`config.mk`:
```
export PLATFORM = sky130hd
export DESIGN_NAME = lcd_sequencer
export DESIGN_NICKNAME = d
export VERILOG_FILES = /design/src/rtl/lcd_pkg.sv /design/src/rtl/lcd_delay_timer.sv /design/src/rtl/lcd_sequencer.sv
export SDC_FILE = /design/constraint.sdc
export NUM_CORES = 1
export LEC_CHECK = 0
export ABC_AREA = 1
export CORE_UTILIZATION = 53
export DETAILED_ROUTE_END_ITERATION = 6
export GPL_TIMING_DRIVEN = 1
export PLACE_DENSITY_LB_ADDON = 0.15
export SYNTH_ARGS = -nofsm -noshare
export SYNTH_HDL_FRONTEND = slang
export SYNTH_SLANG_ARGS = --single-unit
```
`constraint.sdc`:
```
create_clock -name clk -period 1.53 [get_ports clk]
set_input_delay 0.153 -clock clk [delete_from_list [all_inputs] [get_ports clk]]
set_output_delay 0.153 -clock clk [all_outputs]
set_load 0.05 [all_outputs]
```
`src/rtl/lcd_pkg.sv`:
```
// Shared constants, state encoding and op descriptor for the HD44780 command/character sequencer.
package lcd_pkg;

  localparam logic [7:0] LCD_FUNC_SET = 8'h38;
  localparam logic [7:0] LCD_DISP_ON  = 8'h0C;
  localparam logic [7:0] LCD_ENTRY    = 8'h06;
  localparam logic [7:0] LCD_CLEAR    = 8'h01;
  localparam logic [7:0] LCD_LINE1    = 8'h80;
  localparam logic [7:0] LCD_LINE2    = 8'hC0;

  localparam logic [7:0] CHR_CR = 8'h0D;
  localparam logic [7:0] CHR_FF = 8'h0C;

  localparam logic [5:0] COL_LINE2 = 6'd16;
  localparam logic [5:0] COL_END   = 6'd32;

  localparam logic [2:0] INIT_OPS = 3'd4;

  typedef enum logic [2:0] {
    S_POWERUP,
    S_ISSUE,
    S_WAIT,
    S_DELAY,
    S_IDLE
  } lcd_state_e;

  // What a newly accepted byte turns into on the bus, plus any column side effect.
  typedef struct packed {
    logic       rs;
    logic [7:0] data;
    logic       clear;
    logic       pend;
    logic       col_load;
    logic [5:0] col_val;
  } lcd_op_t;

  function automatic logic [7:0] init_op(input logic [2:0] idx);
    case (idx)
      3'd0:    init_op = LCD_FUNC_SET;
      3'd1:    init_op = LCD_DISP_ON;
      3'd2:    init_op = LCD_ENTRY;
      default: init_op = LCD_CLEAR;
    endcase
  endfunction

endpackage

```
`src/rtl/lcd_delay_timer.sv`:
```
// Loadable down-counter used for both the power-up wait and the post-transfer settle time.
module lcd_delay_timer #(
  parameter int               WIDTH   = 20,
  parameter logic [WIDTH-1:0] RST_VAL = '0
) (
  input  logic             clk,
  input  logic             rst,
  input  logic             load_i,
  input  logic [WIDTH-1:0] value_i,
  input  logic             count_i,
  output logic             expired_o
);

  logic [WIDTH-1:0] count_q;

  // Expiry is flagged on the last counted cycle so a load of N spans exactly N cycles.
  assign expired_o = (count_q[WIDTH-1:1] == '0);

  always_ff @(posedge clk) begin
    if (rst) begin
      count_q <= RST_VAL;
    end else if (load_i) begin
      count_q <= value_i;
    end else if (count_i && !expired_o) begin
      count_q <= count_q - 1'b1;
    end
  end

endmodule

```
`src/rtl/lcd_sequencer.sv`:
```
// HD44780 init + character sequencer feeding the enabler handshake.
// Define LCD_SEQ_CTRL_CHARS_EN to treat 0x0D as line switch and 0x0C as clear screen.
module lcd_sequencer
  import lcd_pkg::*;
#(
  parameter int POWERUP_CYCLES    = 750000,
  parameter int CMD_WAIT_CYCLES   = 2000,
  parameter int CLEAR_WAIT_CYCLES = 82000
) (
  input  logic       clk,
  input  logic       rst,
  input  logic       char_valid,
  input  logic [7:0] char_data,
  output logic       char_ready,
  output logic       go,
  output logic       rs_in,
  output logic [7:0] lcd_data,
  input  logic       en_done,
  output logic       init_done
);

  // state     | meaning
  // S_POWERUP | waiting out the supply ramp before the first command
  // S_ISSUE   | go just raised with the pending op
  // S_WAIT    | holding go/rs_in/lcd_data until en_done
  // S_DELAY   | settle time after a completed transfer
  // S_IDLE    | init finished, char_ready high

  localparam int MAX_A   = (POWERUP_CYCLES > CMD_WAIT_CYCLES) ? POWERUP_CYCLES : CMD_WAIT_CYCLES;
  localparam int MAX_CYC = (MAX_A > CLEAR_WAIT_CYCLES) ? MAX_A : CLEAR_WAIT_CYCLES;
  localparam int TMR_W   = (MAX_CYC < 2) ? 2 : $clog2(MAX_CYC + 1);

  localparam logic [TMR_W-1:0] PWR_VAL = TMR_W'(POWERUP_CYCLES);
  localparam logic [TMR_W-1:0] CMD_VAL = TMR_W'(CMD_WAIT_CYCLES);
  localparam logic [TMR_W-1:0] CLR_VAL = TMR_W'(CLEAR_WAIT_CYCLES);

  lcd_state_e state_q;
  logic       go_q, rs_q, ready_q, init_done_q, pend_q, clear_q;
  logic [7:0] data_q, char_q;
  logic [5:0] col_q;
  logic [2:0] init_idx_q;

  logic       tmr_expired, tmr_count, xfer_done;
  logic [7:0] init_byte;
  lcd_op_t    acc_op;

  assign char_ready = ready_q;
  assign go         = go_q;
  assign rs_in      = rs_q;
  assign lcd_data   = data_q;
  assign init_done  = init_done_q;

  assign xfer_done = go_q && en_done;
  assign tmr_count = (state_q == S_POWERUP) || (state_q == S_DELAY);
  assign init_byte = init_op(init_idx_q);

  lcd_delay_timer #(
    .WIDTH  (TMR_W),
    .RST_VAL(PWR_VAL)
  ) u_timer (
    .clk      (clk),
    .rst      (rst),
    .load_i   (xfer_done),
    .value_i  (clear_q ? CLR_VAL : CMD_VAL),
    .count_i  (tmr_count),
    .expired_o(tmr_expired)
  );

  always_comb begin
    acc_op         = '0;
    acc_op.rs      = 1'b1;
    acc_op.data    = char_data;
    acc_op.col_val = col_q;
`ifdef LCD_SEQ_CTRL_CHARS_EN
    if (char_data == CHR_CR) begin
      acc_op.rs       = 1'b0;
      acc_op.col_load = 1'b1;
      if (col_q < COL_LINE2) begin
        acc_op.data    = LCD_LINE2;
        acc_op.col_val = COL_LINE2;
      end else begin
        acc_op.data    = LCD_LINE1;
        acc_op.col_val = '0;
      end
    end else if (char_data == CHR_FF) begin
      acc_op.rs       = 1'b0;
      acc_op.data     = LCD_CLEAR;
      acc_op.clear    = 1'b1;
      acc_op.col_load = 1'b1;
      acc_op.col_val  = '0;
    end else
`endif
    if (col_q == COL_LINE2) begin
      acc_op.rs   = 1'b0;
      acc_op.data = LCD_LINE2;
      acc_op.pend = 1'b1;
    end else if (col_q >= COL_END) begin
      acc_op.rs       = 1'b0;
      acc_op.data     = LCD_LINE1;
      acc_op.pend     = 1'b1;
      acc_op.col_load = 1'b1;
      acc_op.col_val  = '0;
    end
  end

  always_ff @(posedge clk) begin
    if (rst) begin
      state_q     <= S_POWERUP;
      go_q        <= 1'b0;
      rs_q        <= 1'b0;
      data_q      <= 8'h00;
      ready_q     <= 1'b0;
      init_done_q <= 1'b0;
      col_q       <= '0;
      init_idx_q  <= '0;
      char_q      <= 8'h00;
      pend_q      <= 1'b0;
      clear_q     <= 1'b0;
    end else begin
      case (state_q)
        S_POWERUP: begin
          if (tmr_expired) begin
            go_q       <= 1'b1;
            rs_q       <= 1'b0;
            data_q     <= init_byte;
            clear_q    <= (init_byte == LCD_CLEAR);
            init_idx_q <= init_idx_q + 3'd1;
            state_q    <= S_ISSUE;
          end
        end
        S_ISSUE, S_WAIT: begin
          if (en_done) begin
            go_q    <= 1'b0;
            state_q <= S_DELAY;
            if (rs_q && (col_q < COL_END)) col_q <= col_q + 6'd1;
          end else begin
            state_q <= S_WAIT;
          end
        end
        S_DELAY: begin
          if (tmr_expired) begin
            if (!init_done_q && (init_idx_q != INIT_OPS)) begin
              go_q       <= 1'b1;
              rs_q       <= 1'b0;
              data_q     <= init_byte;
              clear_q    <= (init_byte == LCD_CLEAR);
              init_idx_q <= init_idx_q + 3'd1;
              state_q    <= S_ISSUE;
            end else if (pend_q) begin
              // Address command done; now the character that was held back.
              go_q    <= 1'b1;
              rs_q    <= 1'b1;
              data_q  <= char_q;
              clear_q <= 1'b0;
              pend_q  <= 1'b0;
              state_q <= S_ISSUE;
            end else begin
              ready_q     <= 1'b1;
              init_done_q <= 1'b1;
              state_q     <= S_IDLE;
            end
          end
        end
        S_IDLE: begin
          if (char_valid && ready_q) begin
            ready_q <= 1'b0;
            go_q    <= 1'b1;
            rs_q    <= acc_op.rs;
            data_q  <= acc_op.data;
            clear_q <= acc_op.clear;
            pend_q  <= acc_op.pend;
            char_q  <= char_data;
            if (acc_op.col_load) col_q <= acc_op.col_val;
            state_q <= S_ISSUE;
          end
        end
        default: state_q <= S_POWERUP;
      endcase
    end
  end

endmodule

```
# After elaboration in Yosys (flattened, before gate mapping)

Index checks and enable logic that the tools add are counted.

Word-level logic and storage cells: 124
Bits in registers: 54
Bits of input ports: 12

Muxes and demuxes: 57
Reduce and logical (&&, ||, !) cells: 27
Add/subtract/negate cells: 3
Equality and inequality tests: 21
Bitwise gates (word level): 2
$lt $le $gt $ge: 2

Operators with widths:

| kind                  | number |
|---|---|
| $mux 8                | 6 |
| $mux 20               | 2 |
| $mux 3                | 8 |
| $mux 6                | 4 |
| $pmux 8 s3            | 1 |
| $mux 1                | 23 |
| $sub 20x1->20 const B | 1 |
| $logic_not 19->1      | 1 |
| $mux 9                | 2 |
| $pmux 6 s3            | 1 |
| $mux 17               | 1 |
| $ne 2x2->1 const B    | 8 |
| $pmux 3 s4            | 1 |
| $pmux 6 s2            | 1 |
| $reduce_and 4->1      | 3 |
| $reduce_and 5->1      | 2 |
| $eq 3x2->1 const B    | 3 |
| $eq 8x1->1 const B    | 1 |
| $reduce_bool 2->1     | 4 |
| $mux 7                | 1 |
| $reduce_and 7->1      | 1 |
| $add 6x1->6 const B   | 1 |
| $eq 3x1->1 const B    | 2 |
| $eq 6x5->1 const B    | 1 |
| other kinds (22)      | 33 |

# Depth between registers and ports, before layout

Gate-level depths: netlist (run 1).

Depth after elaboration: 6
Gate-level depth with buffers: 12

# By module

Synthesis (run 1) repeated with hierarchy kept, for this count alone.

Cell total of the unflattened synthesis: 525
Area, all modules: 3344.5 um^2

By module, submodules not included:

| module          | seq. area each (um^2) | area an instance (um^2) | times used | cells each |
|---|---|---|---|---|
| lcd_sequencer   | 680.7                 | 1904.3                  | 1          | 290 |
| lcd_delay_timer | 400.4                 | 1440.1                  | 1          | 235 |

# Worst setup path before layout (run 1)

OpenSTA, ideal clock, no wires.

Path kind: register to register
Start point: register init_done_q (netlist: init_done)
End point: register data_q[6] (netlist: lcd_data[6])
Data required time: 1.417 ns
Setup time: 0.113 ns
Arrival: 1.585 ns
Slack: -0.168 ns
Clock period less this slack: 1.698 ns
Cell stages (with the launch flop): 11
Cell sequence: dfxtp_1 > inv_1 > nand2_1 > nand2_4 > nor2_4 > a21oi_2 > nand3_4 > buf_6 > nand2_2 > nand2_1 > nor2_1

Word-level cells in the longest chain between the ends: 5
Elaborated cells on any way between the ends: 7
Those cells by class: eq/ne: 1; mux: 3; reduce/logical: 3

Ends and longest elaborated chain:

| element                | line                 | RTL |
|---|---|---|
| start, declared        | lcd_sequencer.sv:38  | `logic go_q, rs_q, ready_q, init_done_q, pend_q, clear_q;` |
| start signal, assigned | lcd_sequencer.sv:113 | `init_done_q <= 1'b0;` |
| start signal, assigned | lcd_sequencer.sv:159 | `init_done_q <= 1'b1;` |
| $logic_not 1->1 *      | lcd_sequencer.sv:142 | `if (!init_done_q && (init_idx_q != INIT_OPS)) begin` |
| $logic_and 1x1->1 *    | lcd_sequencer.sv:142 |  |
| $mux 8                 | lcd_sequencer.sv:142 |  |
| $mux 8                 | lcd_sequencer.sv:141 | `if (tmr_expired) begin` |
| $pmux 8 s3             | lcd_sequencer.sv:120 | `case (state_q)` |
| end signal, assigned   | lcd_sequencer.sv:125 | `data_q <= init_byte;` |
| end signal, assigned   | lcd_sequencer.sv:145 | `data_q <= init_byte;` |
| end signal, assigned   | lcd_sequencer.sv:153 | `data_q <= char_q;` |
| end, declared          | lcd_sequencer.sv:39  | `logic [7:0] data_q, char_q;` |

Mark *: on every way between the ends. The rest lies on a longest branch, timed or not. The select of a mux whose other input is x is not followed.
A chain may end at the register's enable or synchronous reset.

# Worst setup path after layout (run 1)

Start point: register init_idx_q[1]
End point: register data_q[0] (netlist: lcd_data[0])

Word-level cells in the longest chain between the ends: 5
Elaborated cells on any way between the ends: 12
Those cells by class: eq/ne: 4; mux: 5; reduce/logical: 3

Ends and longest elaborated chain:

| element                                         | line                                | RTL |
|---|---|---|
| start, declared                                 | lcd_sequencer.sv:41                 | `logic [2:0] init_idx_q;` |
| start signal, assigned                          | lcd_sequencer.sv:127                | `init_idx_q <= init_idx_q + 3'd1;` |
| start signal, assigned                          | lcd_sequencer.sv:147                | `init_idx_q <= init_idx_q + 3'd1;` |
| $eq 3x2->1 (tied with other cells)              | lcd_pkg.sv:38                       | `case (idx)` |
| $pmux 6 s3 or $logic_and 1x1->1 (tied branches) | lcd_pkg.sv:38, lcd_sequencer.sv:142 |  |
| $mux 8                                          | lcd_sequencer.sv:142                |  |
| $mux 8                                          | lcd_sequencer.sv:141                |  |
| $pmux 8 s3                                      | lcd_sequencer.sv:120                |  |

Several ways; a longest one is shown, not always the timed one. The select of a mux whose other input is x is not followed.

==> results.json, run 1 <==
{
  "slew_headroom": 0.7913,
  "critPathCaptureType": "register",
  "clkLatencyLatePin_ns": 0.32,
  "final_common_cell": "nand2_1",
  "ys_seq_area_frac": 0.3374,
  "hold_path_class": "register to register",
  "port_buffers": 23,
  "yosysWarnings": 0,
  "drt_pass1_iterations": 5,
  "grt_pass1_vias": 3082,
  "status": "finished clean",
  "synthDominantCellAreaShare": 0.3374,
  "rsz0062_at_grt": "yes",
  "area_growth_pct": 37.21,
  "rows": 27,
  "final.fill_count": 425,
  "drc": 0,
  "syn_area_um2": 3204,
  "hold_violations": 0,
  "wire_per_inst_um": 14.10,
  "io_pins": 24,
  "cap_violations": 0,
  "viasPerCell": 5.452,
  "top_usage_layer": "met2",
  "antenna_left": 0,
  "hpwl_mm": 6.152,
  "drive_above_1_share": 0.3049,
  "p_total_uw": 6413,
  "die_y_um": 79.76,
  "min_period_ns": 1.524,
  "cts_buffer_depth": 2,
  "antenna_found_initial": 0,
  "hold_end": "char_q[3]",
  "whs_ns": 0.4555,
  "postSynthCellCount": 496,
  "peakVddDrop_v": 0.0008521,
  "die_width_um": 79.76,
  "tightest_slew_ns": 0.3123,
  "grt_overflow": 0,
  "stdcell_count": 659,
  "cts.sinks": 54,
  "hold_start": "char_q[3]",
  "start_kind": "register",
  "synth.largest_area_cell": "dfxtp_1",
  "r2r_start": "init_idx_q[1]",
  "grt_usage": 0.2844,
  "grt_max_degree": 34,
  "place.gp.congestion": 0.8779,
  "postSynth.asyncResetShare": 0,
  "drt_iter0_markers": 253,
  "powerDensity_nw_per_um2": 1458,
  "dieArea_um2": 6361,
  "r2r_setup_slack_ns": 0.006,
  "worstRegToRegCells": 11,
  "place_inst": 635,
  "synth_edf_count": 0,
  "synth_nets": 515,
  "p_leak_uw": 0.001954,
  "synth_ff_type": "dfxtp_1",
  "worstPathRequired_ns": 1.75,
  "synth_seq_cells": 54,
  "cts-buffers-inserted": 5,
  "antennaDiodeCount": 0,
  "gr-usage-met3": 0.04000,
  "worstPathMaxFanout": 5,
  "min_delay_path_depth": 2,
  "grt_use_met2": 0.4427,
  "cts_tree": "yes",
  "grt_first_pass_wirelength_mm": 14.17,
  "period_share": 0.9958,
  "h-tree-depth": 2,
  "max_freq_mhz": 656.3,
  "initial_core_util": 0.5646,
  "critPathKind": "register to register",
  "syn-mean-instance-area_um2": 6.460,
  "routed_wl_mm": 9.294,
  "cts-root-buf": "clkbuf_8",
  "final_cell_mix": "nand2_1, buf_4, inv_1",
  "nNetsFinal": 605,
  "synth_area_leaders": "dfxtp_1, nand2_1, nor2_1",
  "cp_data_arrival_time_ns": 1.75,
  "core_um2": 5675,
  "tns_ns": 0,
  "use_met1": 0.4092,
  "ys_types": 29,
  "path_clk_slew_ns": 0.10,
  "drv_slew": 0,
  "regArea_um2": 1102,
  "multi_input_area_um2": 2066,
  "dr_total_vias": 3593,
  "finClkSkew_ns": 0.007957,
  "r2r_end": "lcd_data[0]",
  "setup_violations": 0
}
[worst max-delay path: stages, from the launching register on]
cell and delay (ns):
dfxtp_2 0.35, inv_2 0.05, ha_4 0.15, nand2_2 0.07, nand2_4 0.06, nand2_4 0.10, nor2_4 0.05, a21oi_4 0.13
buf_12 0.14, nand3_4 0.12, nor2_2 0.15, nor2_1 0.06
[registers in the layout, summed over array words and instances (netlist names), 3 cells and up]
name,count
char_q,8
col_q,6
init_idx_q,3
lcd_data,8
state_q,3
u_timer.count_q,20
[power by group]
part	internal (µW)	switching (µW)
clock	492	515
combinational	1470	1990
sequential	1710	240
[per-stage QoR]
stage / utilization / setup slack [ns] / instance area [µm²]
3_3_place_gp: 0.6841 / -0.0005908 / 3882
3_5_place_dp: 0.6841 / -0.05522 / 3882
5_1_grt: 0.7747 / -0.1065 / 4397
2_1_floorplan: - / 0.0004317 / 3213
6_report: 0.7747 / 0.006365 / 4397
4_1_cts: 0.7121 / -0.03464 / 4041
[kinds of logic after synthesis]
| logic type | Yosys count | share of synthesized area |
|---|---|---|
| compound gates | 66 | 0.1078 |
| fa+ha+maj | 7 | 0.02733 |
| flops | 54 | 0.3374 |
| xor+xnor | 12 | 0.03280 |
| simple gates | 278 | 0.3955 |
| buf+inv | 79 | 0.09918 |
[synth_stat cells (2+ instances only)]
| library cell | instances |
|---|---|
| dfxtp_1 | 54 |
| ha_1 | 7 |
| nand2_4 | 2 |
| nand2_1 | 125 |
| o21ai_0 | 26 |
| nand4_1 | 20 |
| nor2_4 | 4 |
| nor2_1 | 69 |
| nand3_1 | 40 |
| o211ai_1 | 2 |
| inv_2 | 3 |
| xor2_1 | 9 |
| clkbuf_1 | 7 |
| inv_1 | 63 |
| xnor2_1 | 3 |
| buf_2 | 2 |
| nand2_2 | 6 |
| nor2_2 | 5 |
| nor3_1 | 3 |
| a21oi_1 | 35 |
| buf_6 | 2 |
| nand3_4 | 2 |
[worst max path at each step]
stage / start / endpoint / slack [ns] / cells after the start
floorplan: init_idx_q[1] / lcd_data[1] / 0.0004 / 11
finish: init_idx_q[1] / lcd_data[0] / 0.006 / 11
detailed placement: init_idx_q[0] / lcd_data[1] / -0.06 / 10
global route: init_idx_q[0] / lcd_data[0] / -0.11 / 10
CTS: init_idx_q[0] / lcd_data[1] / -0.03 / 10
global placement: char_valid / col_q[1] / -0.0006 / 8
[metal layers]
layer  vias to the layer above  wire, µm  part of all wire
met5                         -         0                 0
met4                         0       138             0.015
met3                        16       711             0.077
met2                       162      4288              0.46
met1                      1647      4155              0.45
li1                       1768         -                 -
[final cells by class]
| type | count | area share |
|---|---|---|
| timing repair buffer | 92 | 0.1744 |
| clock inverter | 3 | 0.009960 |
| inverter | 67 | 0.05891 |
| sequential | 54 | 0.2507 |
| multi-input combinational | 366 | 0.4698 |
| tap | 72 | 0.02049 |
| clock buffer | 5 | 0.01565 |
[what timing repair did]
item                                    CTS  global route
hold buffers                              0             0
pin swaps                                 3            30
endpoints found under the setup margin   16            46
gates resized for setup                   4            78
gates cloned                              1             2
setup buffers                             2            11
Note: power is estimated with default switching activity, not from simulation.
==> run 2, diff against run 1 <==
--- a/config.mk
+++ b/config.mk
@@ -10,6 +10,7 @@
 export DETAILED_ROUTE_END_ITERATION = 6
 export GPL_TIMING_DRIVEN = 1
 export PLACE_DENSITY_LB_ADDON = 0.15
+export SLEW_MARGIN = 20
 export SYNTH_ARGS = -nofsm -noshare
 export SYNTH_HDL_FRONTEND = slang
 export SYNTH_SLANG_ARGS = --single-unit
==> results of run 2 <==
The final DEF is identical to that of run 1; final timing and power are the same.
